<file path="src/rtl/debug_link_pkg.sv">
// rtl/debug_link_pkg.sv - shared constants and receiver state type for the debug serial link
package debug_link_pkg;
  localparam int DEBUG_WORD_W    = 40;
  localparam int DEBUG_ERR_CNT_W = 8;

  typedef enum logic [1:0] {
    IDLE  = 2'd0,
    SHIFT = 2'd1,
    DROP  = 2'd2
  } rx_state_t;
endpackage

</file>
<file path="src/rtl/debug_rx_hold.sv">
// rtl/debug_rx_hold.sv - one-entry valid/ready holding register with sticky overflow flag
module debug_rx_hold
  import debug_link_pkg::*;
#(
  parameter int WIDTH = DEBUG_WORD_W
) (
  input  logic             clk,
  input  logic             rst_n,
  input  logic             i_commit,
  input  logic [WIDTH-1:0] i_data,
  input  logic             i_ready,
  output logic [WIDTH-1:0] o_data,
  output logic             o_valid,
  output logic             o_ovf
);

  logic [WIDTH-1:0] r_data;
  logic             r_valid;
  logic             r_ovf;

  always_ff @(posedge clk or negedge rst_n) begin
    if (!rst_n) begin
      r_data  <= '0;
      r_valid <= 1'b0;
      r_ovf   <= 1'b0;
    end else if (i_commit) begin
      // A consumer taking the old word on the commit edge frees the slot.
      if (!r_valid || i_ready) begin
        r_data  <= i_data;
        r_valid <= 1'b1;
      end else begin
        r_ovf <= 1'b1;
      end
    end else if (r_valid && i_ready) begin
      r_valid <= 1'b0;
    end
  end

  assign o_data  = r_data;
  assign o_valid = r_valid;
  assign o_ovf   = r_ovf;

endmodule

</file>
<file path="src/rtl/debug_data_receiver.sv">
// rtl/debug_data_receiver.sv - LSB-first 40-bit frame deserializer with length checking
// Optional saturating error counter enabled by DEBUG_RX_ERR_CNT_EN.
module debug_data_receiver
  import debug_link_pkg::*;
#(
  parameter int WIDTH = DEBUG_WORD_W,
  parameter int CNT_W = 6
) (
  input  logic                       clk,
  input  logic                       rst_n,
  input  logic                       sin,
  input  logic                       sin_valid,
  output logic [WIDTH-1:0]           out_data,
  output logic                       out_valid,
  input  logic                       out_ready,
  output logic                       err_short,
  output logic                       err_long,
  output logic                       err_ovf,
  output logic [DEBUG_ERR_CNT_W-1:0] err_count
);

  rx_state_t        r_state;
  logic [CNT_W-1:0] r_cnt;
  logic [WIDTH-1:0] r_shreg;
  logic             r_err_short;
  logic             r_err_long;

  logic w_full;
  logic w_commit;
  logic w_short_det;
  logic w_long_det;

  assign w_full      = (r_cnt == CNT_W'(WIDTH));
  assign w_commit    = (r_state == SHIFT) && !sin_valid && w_full;
  assign w_short_det = (r_state == SHIFT) && !sin_valid && !w_full;
  assign w_long_det  = (r_state == SHIFT) && sin_valid && w_full;

  always_ff @(posedge clk or negedge rst_n) begin
    if (!rst_n) begin
      r_state     <= IDLE;
      r_cnt       <= '0;
      r_shreg     <= '0;
      r_err_short <= 1'b0;
      r_err_long  <= 1'b0;
    end else begin
      r_err_short <= w_short_det;
      r_err_long  <= w_long_det;
      if (sin_valid) r_shreg <= {sin, r_shreg[WIDTH-1:1]};
      case (r_state)
        IDLE: begin
          if (sin_valid) begin
            r_cnt   <= CNT_W'(1);
            r_state <= SHIFT;
          end
        end
        SHIFT: begin
          if (sin_valid && !w_full) begin
            r_cnt <= r_cnt + 1'b1;
          end else begin
            r_cnt   <= '0;
            r_state <= sin_valid ? DROP : IDLE;
          end
        end
        DROP: begin
          if (!sin_valid) r_state <= IDLE;
        end
        default: r_state <= IDLE;
      endcase
    end
  end

  debug_rx_hold #(.WIDTH(WIDTH)) u_hold (
    .clk      (clk),
    .rst_n    (rst_n),
    .i_commit (w_commit),
    .i_data   (r_shreg),
    .i_ready  (out_ready),
    .o_data   (out_data),
    .o_valid  (out_valid),
    .o_ovf    (err_ovf)
  );

  assign err_short = r_err_short;
  assign err_long  = r_err_long;

`ifdef DEBUG_RX_ERR_CNT_EN
  logic [DEBUG_ERR_CNT_W-1:0] r_err_count;
  logic                       w_err_evt;

  // Short, long and overflow events are mutually exclusive on any edge.
  assign w_err_evt = w_short_det || w_long_det || (w_commit && out_valid && !out_ready);

  always_ff @(posedge clk or negedge rst_n) begin
    if (!rst_n) begin
      r_err_count <= '0;
    end else if (w_err_evt && (r_err_count != '1)) begin
      r_err_count <= r_err_count + 1'b1;
    end
  end

  assign err_count = r_err_count;
`else
  assign err_count = '0;
`endif

endmodule

</file>
<file path="config.mk">
export PLATFORM = sky130hd
export DESIGN_NAME = debug_data_receiver
export DESIGN_NICKNAME = d
export VERILOG_FILES = /design/src/rtl/debug_link_pkg.sv /design/src/rtl/debug_rx_hold.sv /design/src/rtl/debug_data_receiver.sv
export SDC_FILE = /design/constraint.sdc
export NUM_CORES = 1
export LEC_CHECK = 0
export CORE_ASPECT_RATIO = 0.75
export CORE_MARGIN = 2
export CORE_UTILIZATION = 40
export DETAILED_ROUTE_END_ITERATION = 7
export SLEW_MARGIN = 20
export SYNTH_ARGS = -nofsm -noshare
export SYNTH_HDL_FRONTEND = slang
export SYNTH_SLANG_ARGS = --single-unit
</file>
<file path="constraint.sdc">
create_clock -name clk -period 2.5 [get_ports clk]
set_input_delay 0.375 -clock clk [delete_from_list [all_inputs] [get_ports clk]]
set_output_delay 0.375 -clock clk [all_outputs]
set_load 0.05 [all_outputs]
</file>
# After elaboration in Yosys (flattened, before gate mapping)
# Cells that the tools add are included.
# W data, S select, Z words.
[totals]
reg_bits = 92
out_inout_bits = 52
[op_classes]
n_eq_ne = 7
n_reduce_logical = 19
mux = 11
n_addsub = 1
bitwise = 1
[ops]
columns = ["op", "n"]
rows = [
  ["$mux W6", 2],
  ["$pmux W6 S2", 1],
  ["$mux W2", 4],
  ["$ne A2 B2 Y1 const B", 4],
  ["$reduce_and A2 Y1", 4],
  ["$logic_and A1 B1 Y1", 7],
  ["$add A6 B1 Y6 const B", 1],
  ["$eq A6 B6 Y1 const B", 1],
  ["$pmux W2 S3", 1],
  ["$reduce_bool A2 Y1", 2],
  ["$logic_not A1 Y1", 3],
  ["$mux W1", 3],
  ["$reduce_and A3 Y1", 1],
  ["$eq A2 B1 Y1 const B", 1],
  ["$eq A2 B2 Y1 const B", 1],
  ["$logic_not A2 Y1", 1],
  ["$logic_or A1 B1 Y1", 1],
  ["$not A1 Y1", 1],
]

# Depth between registers and ports, before layout
# Gate-level depths: netlist of run 1.
[depth]
ltp_word = 5
mapped_depth = 7

# Hierarchy
# A second synthesis of run 1 with hierarchy kept.
[unflattened]
cells_unflattened = 237
hier_area_um2 = 3792.4
[modules_own_cells]
columns = ["mod", "area_per_inst_um2", "n_inst", "cells_per_inst", "seq_area_each_um2"]
rows = [
  ["debug_data_receiver", 2055.7, 1, 146, 1251.2],
  ["debug_rx_hold", 1736.7, 1, 91, 1051.0],
]

# Worst setup path before layout of run 1
# OpenSTA, ideal clock, no wires.
[synth_timing]
kind = "register -> register"
start = "register r_cnt[0]"
end = "register u_hold.r_data[0], in the netlist u_hold.o_data[0]"
path_stages_with_launch = 8
t_arrival_ns = 1.528
setup_slack_ns = 0.847
synth_period_minus_slack_ns = 1.653
setup_ns = 0.125
required_ns = 2.375
cell_sequence = "dfrtp_1 -> inv_1 -> ha_1 -> nand2_1 -> nor3_4 -> nand3_4 -> buf_6 -> mux2_4"
[synth_via]
elab_chain_len = 3
[synth_rtl]
columns = ["element", "line_no", "rtl"]
rows = [
  ["start: declaration", "debug_data_receiver.sv:23", "logic [CNT_W-1:0] r_cnt;"],
  ["start signal: assignment", "debug_data_receiver.sv:58", "r_cnt <= r_cnt + 1'b1;"],
  ["$eq A6 B6 Y1", "debug_data_receiver.sv:33", "assign w_full = (r_cnt == CNT_W'(WIDTH));"],
  ["$logic_and A1 B1 Y1", "debug_data_receiver.sv:34", "assign w_commit = (r_state == SHIFT) && !sin_valid && w_full;"],
  ["$reduce_and A2 Y1 (no source line)", "n/a", ""],
  ["end signal: assignment", "debug_rx_hold.sv:29", "r_data <= i_data;"],
  ["end: declaration", "debug_rx_hold.sv:17", "logic [WIDTH-1:0] r_data;"],
]
# Every way passes these cells.
# A chain may end at the register's enable or synchronous reset.

# Final worst setup path of run 1
[layout_timing]
start = "register r_cnt[0]"
end = "register u_hold.r_data[15], in the netlist u_hold.o_data[15]"
# The elaborated chain is that of the path after synthesis.

==> results of run 1 <==
-- state kept, by name, indices dropped and copies added (netlist names) --
name and cells:
err_long 1, r_cnt 6, u_hold.o_ovf 1, r_state 2, u_hold.o_data 40, err_short 1
u_hold.o_valid 1, r_shreg 40
-- through the flow --
step,instance area [µm²],std cells
6_report,4690,428
5_1_grt,4690,428
4_1_cts,4690,428
3_5_place_dp,4370,412
3_3_place_gp,4370,412
2_1_floorplan,3810,246
-- where the power goes --
group / internal [mW] / leakage [nW] / switching (mW)
Sequential: 1.70 / 1.23 / 0.164
Combinational: 0.190 / 0.892 / 0.132
Clock: 0.875 / 0.149 / 0.548
-- worst register-to-register path: stages (launching register included) --
cell	delay (ns)
dfrtp_1	0.44
inv_1	0.09
ha_1	0.14
nand2_1	0.10
nor3_4	0.30
nand3_4	0.11
buf_4	0.28
mux2_4	0.36
-- cell families (layout without fill, tap and decap cells) --
group,count (synthesis),in the layout,share of synthesized area (%)
compound gates,15,15,2.51
other cells,1,8,0.0992
simple gates,29,29,4.47
flops,92,92,60.9
buf+inv,20,74,3.57
mux,80,80,27.8
fa+ha+maj,2,2,0.662
-- path summary, 6_finish.rpt --
kind / from / endpoint / slack [ns] / cells past startpoint
max: r_cnt[0] / u_hold.o_data[15] / 0.58 / 7
min: rst_n / r_cnt[3] / 0.08 / 1
max reg2reg: r_cnt[0] / u_hold.o_data[15] / 0.58 / 7
min reg2reg: u_hold.o_ovf / u_hold.o_ovf / 0.49 / 1
max in group asynchronous: rst_n / err_long / 1.71 / 2
min in group clk: sin_valid / u_hold.o_valid / 0.46 / 4
-- cell usage after synthesis --
master / count
buf_6: 4
nor3_1: 4
conb_1: 1
a21boi_0: 1
mux2_2: 40
o41a_1: 1
o21a_1: 1
nand3b_1: 1
ha_1: 2
nor3_4: 1
nand2b_1: 2
buf_1: 3
nor2_1: 2
nand3_1: 4
o21bai_1: 2
dfrtp_1: 92
and2b_1: 1
nand3_4: 1
nand2_1: 9
mux2_4: 40
nor2b_1: 1
and3_1: 1
o21ai_0: 6
inv_1: 3
or2b_1: 1
nor4_1: 1
o22a_1: 1
a21oi_1: 3
buf_4: 8
clkbuf_1: 2
-- final cells by class --
| cell class | instances | area share, % |
|---|---|---|
| inverter | 3 | 0.240 |
| timing repair buffer | 55 | 11.2 |
| tap | 128 | 3.42 |
| multi-input combinational | 134 | 29.2 |
| clock buffer | 10 | 4.89 |
| sequential | 92 | 49.1 |
| clock inverter | 6 | 1.90 |
-- metal layers --
metal	share of wire, %	vias up
li1	-	942
met1	52	992
met2	42	47
met3	5.5	9
met4	1.3	0
met5	0	-
==> summary.txt, run 1 <==
Final layout
  • Ant. Diodes: 0
  • FF+latch area: approximately 2300 µm²
  • Multi-input gate area: around 1400 µm²
  • Layout cells sized above 1: between 30 and 40%
  • Final core utilization: around 51%
  • Most frequent cells in the layout: dfrtp_1 (92), clkdlybuf4s50_1 (46), mux2_2 (40), mux2_4 (40)
  • Most common cell after layout, fill and taps aside: dfrtp_1
  • Fillers: 777
  • Final nets: ~300
  • Layout area overhead: 24.0%

Timing
  • Setup TNS: 0 ns
  • Final Hold Fails: 0
  • # setup viols final: 0
  • Clk_skew: 0.00473 ns
  • RSZ-0062 raised after global routing: false
  • Worst hold slack: 0.0841 ns
  • Rel. slew slack: 53.1%
  • Period utilization: between 70% and 80%
  • Max Clk Rate: about 0.52 GHz
  • Period minus WS final: 1.92 ns
  • Worst Setup Slack, final: approximately 0.58 ns
  • Least-Margin Pin Slew: between 0.7 and 0.8 ns
  • Final Max Slew Viols: 0

Logic synthesis
  • Sequential cell area fraction in the yosys report: 60.9%
  • Syn avg cell area: roughly 16 µm²
  • Area fraction of the dominant cell type after synthesis: around three fifths
  • Synth Cell Area: 3780 µm²
  • Post-synthesis register bit count: between 90 and 100
  • Area leader, netlist: dfrtp_1
  • Synth Instances: roughly 240
  • Cell variety after synth: 30
  • Synth area leaders: dfrtp_1 (61%), mux2_4 (16%), mux2_2 (12%)
  • Synth Warn #: 0

Drt
  • Routed vias/inst: between 4 and 5
  • DR WL/cell: ~14 µm
  • Via count: around 2.0k
  • DRC: 0
  • Final wirelength: about 6200 µm
  • Drt first pass iters: 4
  • First DRT Iteration DRCs: 37
  • Routed Antenna Nets: 0

Clock tree
  • H-tree depth: 3
  • Hold Buf Count CTS: 0
  • Postcts setup bufs: 0
  • Clock sink total: between 90 and 100
  • Clock Latency Late Sink: around 0.34 ns
  • Resize count post-CTS: 0
  • Clk root buf: clkbuf_16
  • Worst-path clk slew: approximately 0.06 ns
  • Num CTS Buffers: 9
  • CTS tree: yes
  • Clk buf depth: 2

Worst setup path
  • Worst EP required: ~2.7 ns
  • Crit Path Max Fanout: 22
  • CP Launch Type: register
  • CP max stage delay: around 0.44 ns
  • Crit path arrival time: between 2 and 2.5 ns
  • Worst path slowest cell: dfrtp_1
  • Crit path capture type: register
  • Buf/Inv on CP: 2
  • Critical path class: reg -> reg
  • Worst path cell trace: inv_1, ha_1, nand2_1, nor3_4, nand3_4, buf_4, mux2_4
  • Delay-heaviest family, CP: simple AND/OR/NAND/NOR gates

GRT
  • Initial antenna violation count: 0
  • Vias in the first global route: around 2k
  • Global-route wire length before repair: ~11000 µm
  • M2 GR Usage: roughly 18%
  • Met3 Use GR: 5.61%
  • Grt ovf: 0
  • Met1 Usage GRT: 19.8%
  • GR peak layer: met1
  • GRT Overall Usage: about 14%
  • Largest net degree at the start of global routing: between 50 and 60

Place
  • Detailed placement HPWL: between 4000 and 5000 µm
  • Post-place setup slack: between 0.5 and 0.6 ns
  • Port bufs: 48
  • GPL Wtd Cong: about 0.75

Power
  • Leak pwr: about 2.3 nW
  • PD cells: 770 nW/µm²
  • Total power: 3.61 mW
  • Maximum VDD drop: 0.000464 V

Min path
  • Worst hold path class: in -> async

Floorplan
  • Die area: 10300 µm²
  • Core area: 9120 µm²
  • Num rows: 30
  • I/O pin cnt: between 50 and 60
  • Die height: between 80 and 90 µm
  • Initial Utilization: between 40% and 50%
  • Die width: around 120 µm

Job
  • Max cap viols: 0

Run status
  • Status: finished, final reports clean
Note: power is estimated with default switching activity, not from simulation.
==> run 2: changes to the inputs <==
==> constraint.sdc (replaced) <==
create_clock -name clk -period 1.6 [get_ports clk]
set_input_delay 0.24 -clock clk [delete_from_list [all_inputs] [get_ports clk]]
set_output_delay 0.24 -clock clk [all_outputs]
set_load 0.05 [all_outputs]
==> summary.txt, run 2 (synthesized netlist as in run 1, its figures left out) <==
Final layout
  • Final instance area: between 4000 and 5000 µm²
  • Final nets: roughly 310
  • Fillers: just under 800
  • Most frequent cells in the layout: dfrtp_1 (92), buf_4 (55), mux2_2 (40), mux2_4 (40), clkbuf_16 (9)
  • Most common cell after layout, fill and taps aside: dfrtp_1
  • Layout cells sized above 1: about 51%
  • Fin cells: approximately 440
  • Final core utilization: 51.2%
  • Layout area overhead: 23.4%

Floorplan
  • Die height: 88.2 µm
  • I/O pin cnt: 57
  • Num rows: 30
  • Die area: about 10000 µm²
  • Core area: just over 9000 µm²
  • Die width: approximately 120 µm
  • Initial Utilization: 41.5%

Clock tree
  • Num CTS Buffers: 9
  • Clk root buf: clkbuf_16
  • Clock sink total: slightly above 90
  • CTS tree: yes
  • Clk buf depth: 2
  • H-tree depth: 3
  • Worst-path clk slew: 0.06 ns
  • Clock Latency Late Sink: approximately 0.34 ns

Timing
  • Clk_skew: between 0.005 and 0.006 ns
  • Setup TNS: 0 ns
  • RSZ-0062 raised after global routing: true
  • # setup viols final: 0
  • Worst hold slack: ~0.39 ns
  • Period utilization: between 90% and 100%
  • Max Clk Rate: ~0.63 GHz
  • Final Max Slew Viols: 0
  • Final Hold Fails: 0
  • Period minus WS final: 1.58 ns

Worst setup path
  • Crit path capture type: register
  • Worst EP required: about 1.8 ns
  • Reg2reg start: r_cnt[0]
  • Critical path class: reg -> reg
  • Crit path arrival time: approximately 1.8 ns
  • CP Launch Type: register
  • Crit Reg-Reg Endpoint: u_hold.o_data[14]
  • Worst reg2reg setup slack: between 0.015 and 0.02 ns
  • Crit Path Max Fanout: 21
  • Reg2Reg Depth: 7

GRT
  • GRT Overall Usage: ~14%
  • Vias in the first global route: 1992
  • Initial antenna violation count: 1
  • Global-route wire length before repair: approximately 10000 µm
  • Largest net degree at the start of global routing: 46
  • Grt ovf: 0

Power
  • Maximum VDD drop: approximately 0.00064 V
  • PD cells: 1150 nW/µm²
  • Leak pwr: 2.42 nW

Place
  • Placed cells: 420
  • Detailed placement HPWL: roughly 4200 µm
  • Port bufs: 48
  • GPL Wtd Cong: ~0.76
  • Area post-placement: around 4400 µm²

Drt
  • Via count: just under 2k
  • Routed vias/inst: about 4.5
  • DR WL/cell: around 15 µm
  • DRC: 0
  • First DRT Iteration DRCs: 53
  • Drt first pass iters: 4
  • Final wirelength: around 6300 µm
  • Routed Antenna Nets: 0

Min path
  • Worst hold path class: in -> reg
  • Hold worst-path end: r_state[1]
  • HP Start: sin_valid
  • Hold depth: 3

Job
  • Max cap viols: 0

Run status
  • Status: finished, final reports clean
[run 2: final cells by class]
class | instances | area, µm² | share of cell area, %
flip-flops and latches | 92 | 2300 | 49.3
multi-input cells | 134 | 1370 | 29.4
repair buffers | 64 | 548 | 11.7
clock buffers | 13 | 260 | 5.58
well taps | 128 | 160 | 3.43
inverters | 3 | 11.3 | 0.241
clock inverters | 2 | 10.0 | 0.214
diodes | 1 | 2.50 | 0.0536
[run 2: per-layer routing]
metal | vias to the layer above | GRT usage [%] | share of wire [%]
li1 | 954 | - | -
met1 | 983 | 19.8 | 51
met2 | 45 | 18.4 | 42
met3 | 5 | 6.57 | 6.6
met4 | 0 | 4.55 | 0.87
met5 | - | 0 | 0
[run 2: report_power, final]
group          internal, mW  leakage, nW  total, mW  switching [mW]
clock                  1.12        0.135       1.93           0.805
combinational         0.321         1.06      0.541           0.220
sequential             2.66         1.23       2.90           0.246
[run 2: worst max-delay path by stage]
| stage | slack [ns] | start | to | cells past startpoint |
|---|---|---|---|---|
| detailed placement | -0.07 | out_ready | u_hold.o_data[25] | 5 |
| global placement | -0.05 | out_ready | u_hold.o_data[3] | 5 |
| finish | 0.02 | r_cnt[0] | u_hold.o_data[14] | 7 |
| global route | -0.08 | r_cnt[0] | u_hold.o_data[14] | 7 |
| floorplan | -0.05 | r_cnt[0] | u_hold.o_data[0] | 7 |
| CTS | 0.002 | r_cnt[0] | u_hold.o_data[25] | 7 |
[run 2: repair_timing]
action                                  CTS  global route
hold endpoints to repair                 31             0
endpoints found under the setup margin   33            40
buffers inserted                          0             0
pin swaps                                 0             0
hold buffers                              1             0
resized for setup                         1             0
[run 2: worst max-delay path, cell delays in order, from the launching register on]
cell and delay (ns):
dfrtp_1 0.37, inv_1 0.06, ha_1 0.15, nand2_2 0.07, nor3_4 0.17, nand3_4 0.12
buf_12 0.19, mux2_4 0.30
[run 2: through the flow]
step | power, mW | setup WS, ns
floorplan | 3.29 | -0.0527
global placement | 3.47 | -0.0523
detailed placement | 3.50 | -0.0683
CTS | 5.48 | 0.00247
global route | 5.68 | -0.0821
finish | 5.37 | 0.0155
==> run 3: changes to the inputs <==
--- a/config.mk
+++ b/config.mk
@@ -9,7 +9,7 @@
 export CORE_MARGIN = 2
 export CORE_UTILIZATION = 40
 export DETAILED_ROUTE_END_ITERATION = 7
-export SLEW_MARGIN = 20
+export GPL_TIMING_DRIVEN = 1
 export SYNTH_ARGS = -nofsm -noshare
 export SYNTH_HDL_FRONTEND = slang
 export SYNTH_SLANG_ARGS = --single-unit
==> results of run 3 <==
The final DEF is identical to that of run 2; final timing and power are the same.
